[src/rtl/rf_write_queue.sv]
// rf_write_queue
//   Write-side front end for the 32x32 register file. Results arrive over a
//   valid/ready stream and go into an in-order FIFO. One entry per cycle
//   drains into a registered RF write port. The block also reports
//   per-register "write pending" status to the operand-read stage.
//
//   Optional feature macro: RF_WQ_FORWARD_EN
//     When defined, fwd_data_1/fwd_data_2 carry the data of the youngest
//     outstanding write to each queried register. The output register is the
//     oldest candidate, then FIFO entries from oldest to youngest.
//
// Ports
//   clk, rst_n            clock, synchronous active-low reset
//   in_valid/in_ready     input stream handshake (in_ready = count < DEPTH)
//   in_reg, in_data       destination register / result (in_reg==0 is dropped)
//   drain_en              RF write port granted this cycle
//   rf_we/waddr/wdata     registered RF write port
//   query_reg_1/2         operand register indices from the read stage
//   pending_1/2           outstanding write exists for the queried register
//   count, empty          FIFO occupancy
//   fwd_data_1/2          (RF_WQ_FORWARD_EN only) forwarded data

module rf_write_queue #(
  parameter int DEPTH = 4,
  parameter int AW    = 5,
  parameter int DW    = 32
) (
  input  logic                     clk,
  input  logic                     rst_n,
  input  logic                     in_valid,
  output logic                     in_ready,
  input  logic [AW-1:0]            in_reg,
  input  logic [DW-1:0]            in_data,
  input  logic                     drain_en,
  output logic                     rf_we,
  output logic [AW-1:0]            rf_waddr,
  output logic [DW-1:0]            rf_wdata,
  input  logic [AW-1:0]            query_reg_1,
  input  logic [AW-1:0]            query_reg_2,
  output logic                     pending_1,
  output logic                     pending_2,
  output logic [$clog2(DEPTH):0]   count,
  output logic                     empty
`ifdef RF_WQ_FORWARD_EN
  ,
  output logic [DW-1:0]            fwd_data_1,
  output logic [DW-1:0]            fwd_data_2
`endif
);

  localparam int PW = $clog2(DEPTH);

  logic [AW-1:0] r_mem_reg  [DEPTH];
  logic [DW-1:0] r_mem_data [DEPTH];
  logic [PW-1:0] r_wptr;
  logic [PW-1:0] r_rptr;
  logic [PW:0]   r_count;
  logic          r_we;
  logic [AW-1:0] r_waddr;
  logic [DW-1:0] r_wdata;

  logic          w_ready;
  logic          w_accept;
  logic          w_push;
  logic          w_pop;
  logic          w_pend1;
  logic          w_pend2;
  logic [PW-1:0] w_idx;

  // in_ready ignores a same-cycle pop, so a full queue never accepts.
  assign w_ready  = (r_count != (PW+1)'(DEPTH));
  assign w_accept = in_valid && w_ready;
  // Writes to r0 complete the handshake but are never stored.
  assign w_push   = w_accept && (in_reg != '0);
  assign w_pop    = drain_en && (r_count != '0);

  always_ff @(posedge clk) begin
    if (!rst_n) begin
      r_wptr  <= '0;
      r_rptr  <= '0;
      r_count <= '0;
      r_we    <= 1'b0;
      r_waddr <= '0;
      r_wdata <= '0;
    end else begin
      if (w_push) begin
        r_wptr <= r_wptr + PW'(1);
      end
      if (w_pop) begin
        r_rptr  <= r_rptr + PW'(1);
        r_we    <= 1'b1;
        r_waddr <= r_mem_reg[r_rptr];
        r_wdata <= r_mem_data[r_rptr];
      end else begin
        r_we    <= 1'b0;
      end
      case ({w_push, w_pop})
        2'b10:   r_count <= r_count + (PW+1)'(1);
        2'b01:   r_count <= r_count - (PW+1)'(1);
        default: r_count <= r_count;
      endcase
    end
  end

  // Storage carries no reset; validity is defined purely by pointers/count.
  always_ff @(posedge clk) begin
    if (rst_n && w_push) begin
      r_mem_reg[r_wptr]  <= in_reg;
      r_mem_data[r_wptr] <= in_data;
    end
  end

  // Walk entries by age (k=0 oldest). Later matches overwrite earlier ones,
  // so the forwarded value ends up being the youngest matching write.
  always_comb begin
    w_pend1 = r_we && (r_waddr == query_reg_1);
    w_pend2 = r_we && (r_waddr == query_reg_2);
    w_idx   = '0;
`ifdef RF_WQ_FORWARD_EN
    fwd_data_1 = (r_we && (r_waddr == query_reg_1)) ? r_wdata : '0;
    fwd_data_2 = (r_we && (r_waddr == query_reg_2)) ? r_wdata : '0;
`endif
    for (int unsigned k = 0; k < DEPTH; k++) begin
      w_idx = r_rptr + PW'(k);
      if (k < 32'(r_count)) begin
        if (r_mem_reg[w_idx] == query_reg_1) begin
          w_pend1 = 1'b1;
`ifdef RF_WQ_FORWARD_EN
          fwd_data_1 = r_mem_data[w_idx];
`endif
        end
        if (r_mem_reg[w_idx] == query_reg_2) begin
          w_pend2 = 1'b1;
`ifdef RF_WQ_FORWARD_EN
          fwd_data_2 = r_mem_data[w_idx];
`endif
        end
      end
    end
    if (query_reg_1 == '0) begin
      w_pend1 = 1'b0;
`ifdef RF_WQ_FORWARD_EN
      fwd_data_1 = '0;
`endif
    end
    if (query_reg_2 == '0) begin
      w_pend2 = 1'b0;
`ifdef RF_WQ_FORWARD_EN
      fwd_data_2 = '0;
`endif
    end
  end

  assign in_ready  = w_ready;
  assign rf_we     = r_we;
  assign rf_waddr  = r_waddr;
  assign rf_wdata  = r_wdata;
  assign pending_1 = w_pend1;
  assign pending_2 = w_pend2;
  assign count     = r_count;
  assign empty     = (r_count == '0);

endmodule

[config.mk]
export PLATFORM = sky130hd
export DESIGN_NAME = rf_write_queue
export DESIGN_NICKNAME = d
export VERILOG_FILES = /design/src/rtl/rf_write_queue.sv
export SDC_FILE = /design/constraint.sdc
export NUM_CORES = 1
export LEC_CHECK = 0
export CELL_PAD_IN_SITES_DETAIL_PLACEMENT = 0
export CELL_PAD_IN_SITES_GLOBAL_PLACEMENT = 2
export CORE_MARGIN = 5
export CORE_UTILIZATION = 37
export CTS_CLUSTER_SIZE = 10
export DETAILED_ROUTE_END_ITERATION = 16
export PLACE_DENSITY = 0.74
export SLEW_MARGIN = 25
export SYNTH_ARGS = -nofsm -noshare
export SYNTH_HDL_FRONTEND = slang
export SYNTH_SLANG_ARGS = --single-unit
[constraint.sdc]
create_clock -name clk -period 2.8 [get_ports clk]
set_input_delay 0.28 -clock clk [delete_from_list [all_inputs] [get_ports clk]]
set_output_delay 0.28 -clock clk [all_outputs]
set_load 0.01 [all_outputs]
==> out/metrics.cfg <==
[global_routing]
antenna_found_initial=1
groute.usage.overall_pct=14.7
grt_pass1_wl_mm=29.3
grt_pass1_vias=5161
grt_overflow=0
grt_max_degree=39

[synth]
ys_seq_area_share_pct=64.5
ys_warn_count=0
synth-edff-count=148
synth.avg_cell_area_um2=15.7
synth_xor_area_share_pct=5.75
synth_top_family_by_area=multiplexers
synth-compound-area-share_pct=4.63
yosys_register_bits=195
syn_nets=591
async_reset_ff_share_pct=0
synth-adder-area-share_pct=1.35
synthSimpleGateAreaFrac_pct=6.32
synth.distinct_cells=36
synth.area.mux_share_pct=15.0
ys.flop_type=edfxtp_1
netlist_instances=531
syn-cell-area_um2=8350

[drt]
wirelength_mm=18.2
firstDrtPassIters=4
wl_per_cell_um=19.2
drc=0
vias=4697
drt_first_iter_violations=271
route.antenna.remaining_nets=0
viasPerCell=4.97

[clock_tree]
cts_hold_buf=0
path_clk_slew_ns=0.07
cts_buffer_depth=2
h-tree-depth=4
clkLatencyLatePin_ns=0.43
clkSinkCount=195
cts_tree=done
cts_inserted_buffers=17
root_buffer=clkbuf_16

[placement]
portBuffers=95
place_area_um2=9690
dpl.hpwl_mm=12.1
dp.cells=898
gp_congestion=0.852
preCtsSetupSlack_ns=-0.0718

[run]
drv_cap=0

[layout]
final_cells=946
nets=708
utilization_pct=46.5
diodes=0
syn_to_final_growth_pct=24.9
num-fill-cells=1943
largest_register_ffs=128
design_area_um2=10400
drive_above_1_share_pct=20.4

[outcome]
outcome=finished, violations left
violations=negative setup slack

[die]
initial_core_util_pct=37.2
die_h_um=160
rows=55
io_pins=96
die-area_um2=25700
die_x_um=160
coreArea_um2=22400

[worst_setup_path]
cp.required_ns=2.52
start_kind=flop
critical_path.max_fanout=6
end_kind=output pin
path_class=reg -> out
cp.arrival_ns=2.52

[timing]
drv_slew=0
setup_viol=1
tightest_slew_ns=0.644
whs_ns=0.269
tns_ns=-0.00341
layout_setup_ws_ns=-0.00341
fmaxAchievable_mhz=357
period_minus_slack_ns=2.80
fin_crit_sh_pct=100
relSlewSlack_pct=57.1
hold_viol=0
skew_ns=0.0200
rsz0062_at_grt=yes

[min_path]
min_path_type=in -> reg

[power]
p_per_area_nw_per_um2=811
ir_drop_mv=0.437
p_leak_nw=3.41
power_mw=8.46

==> synthesized netlist by cell type (all sizes together), types with 5 or more instances <==
cell type,number,area [um2]
and2,6,37.5
inv,8,30.0
nor3,8,40.0
mux2i,6,60.1
ha,9,113
xnor2,33,297
a21boi,38,285
edfxtp,148,4440
xor2,21,184
clkbuf,18,67.6
a21oi,5,25.0
nand4,5,31.3
and3,7,43.8
nand2,79,297
buf,18,108
mux4,52,1190
dfxtp,47,941
==> layout make-up <==
cell class / instances / area, um2 / share of cell area [%]
Clock inverter: 15 / 173 / 1.66
Inverter: 8 / 30.0 / 0.288
Timing Repair Buffer: 134 / 1270 / 12.2
Tap cell: 285 / 357 / 3.42
Clock buffer: 17 / 425 / 4.08
Multi-Input combinational cell: 292 / 2780 / 26.6
Sequential cell: 195 / 5400 / 51.7
==> power by group <==
part	internal (mW)	switching (mW)	total, mW
combinational	1.24	1.18	2.42
sequential	3.39	0.191	3.58
clock	1.35	1.11	2.46
total	5.98	2.48	8.46
==> critical path, stage by stage (launching register included) <==
cell             delay (ns)
dfxtp_4                0.39
buf_4                  0.13
mux4_2                 0.54
xor2_1                 0.26
nor4_2                 0.08
a311oi_1               0.34
a21oi_1                0.12
clkdlybuf4s15_2        0.24
==> logic make-up after synthesis <==
group,after synthesis
buffers and inverters,44
DFF,195
adders and majority gates,9
muxes,58
AOI/OAI and AO/OA,52
xor gates and xnor gates,54
and+or+nand+nor,119
==> placed cells by master, fill, tap and decap left out, types with 4 or more instances in the layout <==
cell type / netlist / layout
a21boi_0: 38 / 38
a21oi_1: 5 / 5
and2_1: 6 / 6
and3_2: 0 / 4
buf_4: 1 / 36
clkbuf_16: 0 / 17
clkdlybuf4s50_1: 0 / 92
dfxtp_1: 47 / 44
edfxtp_1: 148 / 148
ha_1: 9 / 9
inv_1: 8 / 8
inv_8: 0 / 4
mux2i_1: 6 / 6
mux4_1: 6 / 4
mux4_2: 46 / 48
nand2_1: 79 / 78
nand4_1: 5 / 5
nor2_1: 4 / 4
nor3_1: 8 / 6
xnor2_1: 32 / 32
xor2_1: 21 / 21
==> path summary, 6_finish.rpt <==
path | startpoint | cells past startpoint | slack, ns | end
setup / recovery | r_rptr[1]$_SDFFE_PN0P_ | 7 | -0.003 | pending_2
hold / removal | rst_n | 2 | 0.27 | rf_waddr[1]$_SDFFE_PN0P_
setup reg to reg | count[0]$_SDFFE_PN0P_ | 9 | 0.51 | count[2]$_SDFFE_PN0P_
hold reg to reg | rf_wdata[19]$_SDFFE_PN0P_ | 2 | 0.46 | rf_wdata[19]$_SDFFE_PN0P_
==> routing by layer <==
layer  track usage, %  vias up  part of all wire [%]
li1                 -     2229                     -
met1             18.7     2356                    43
met2             25.5       93                    51
met3             3.30       17                   4.0
met4             3.95        2                   1.2
met5                0        -                 0.072
==> repair_timing <==
item | in CTS | in global routing
gates resized for setup | 14 | 3
setup buffers | 16 | 0
setup endpoints to repair | 2 | 2
pin swaps | 4 | 3
Note: power is estimated with default switching activity, not from simulation.
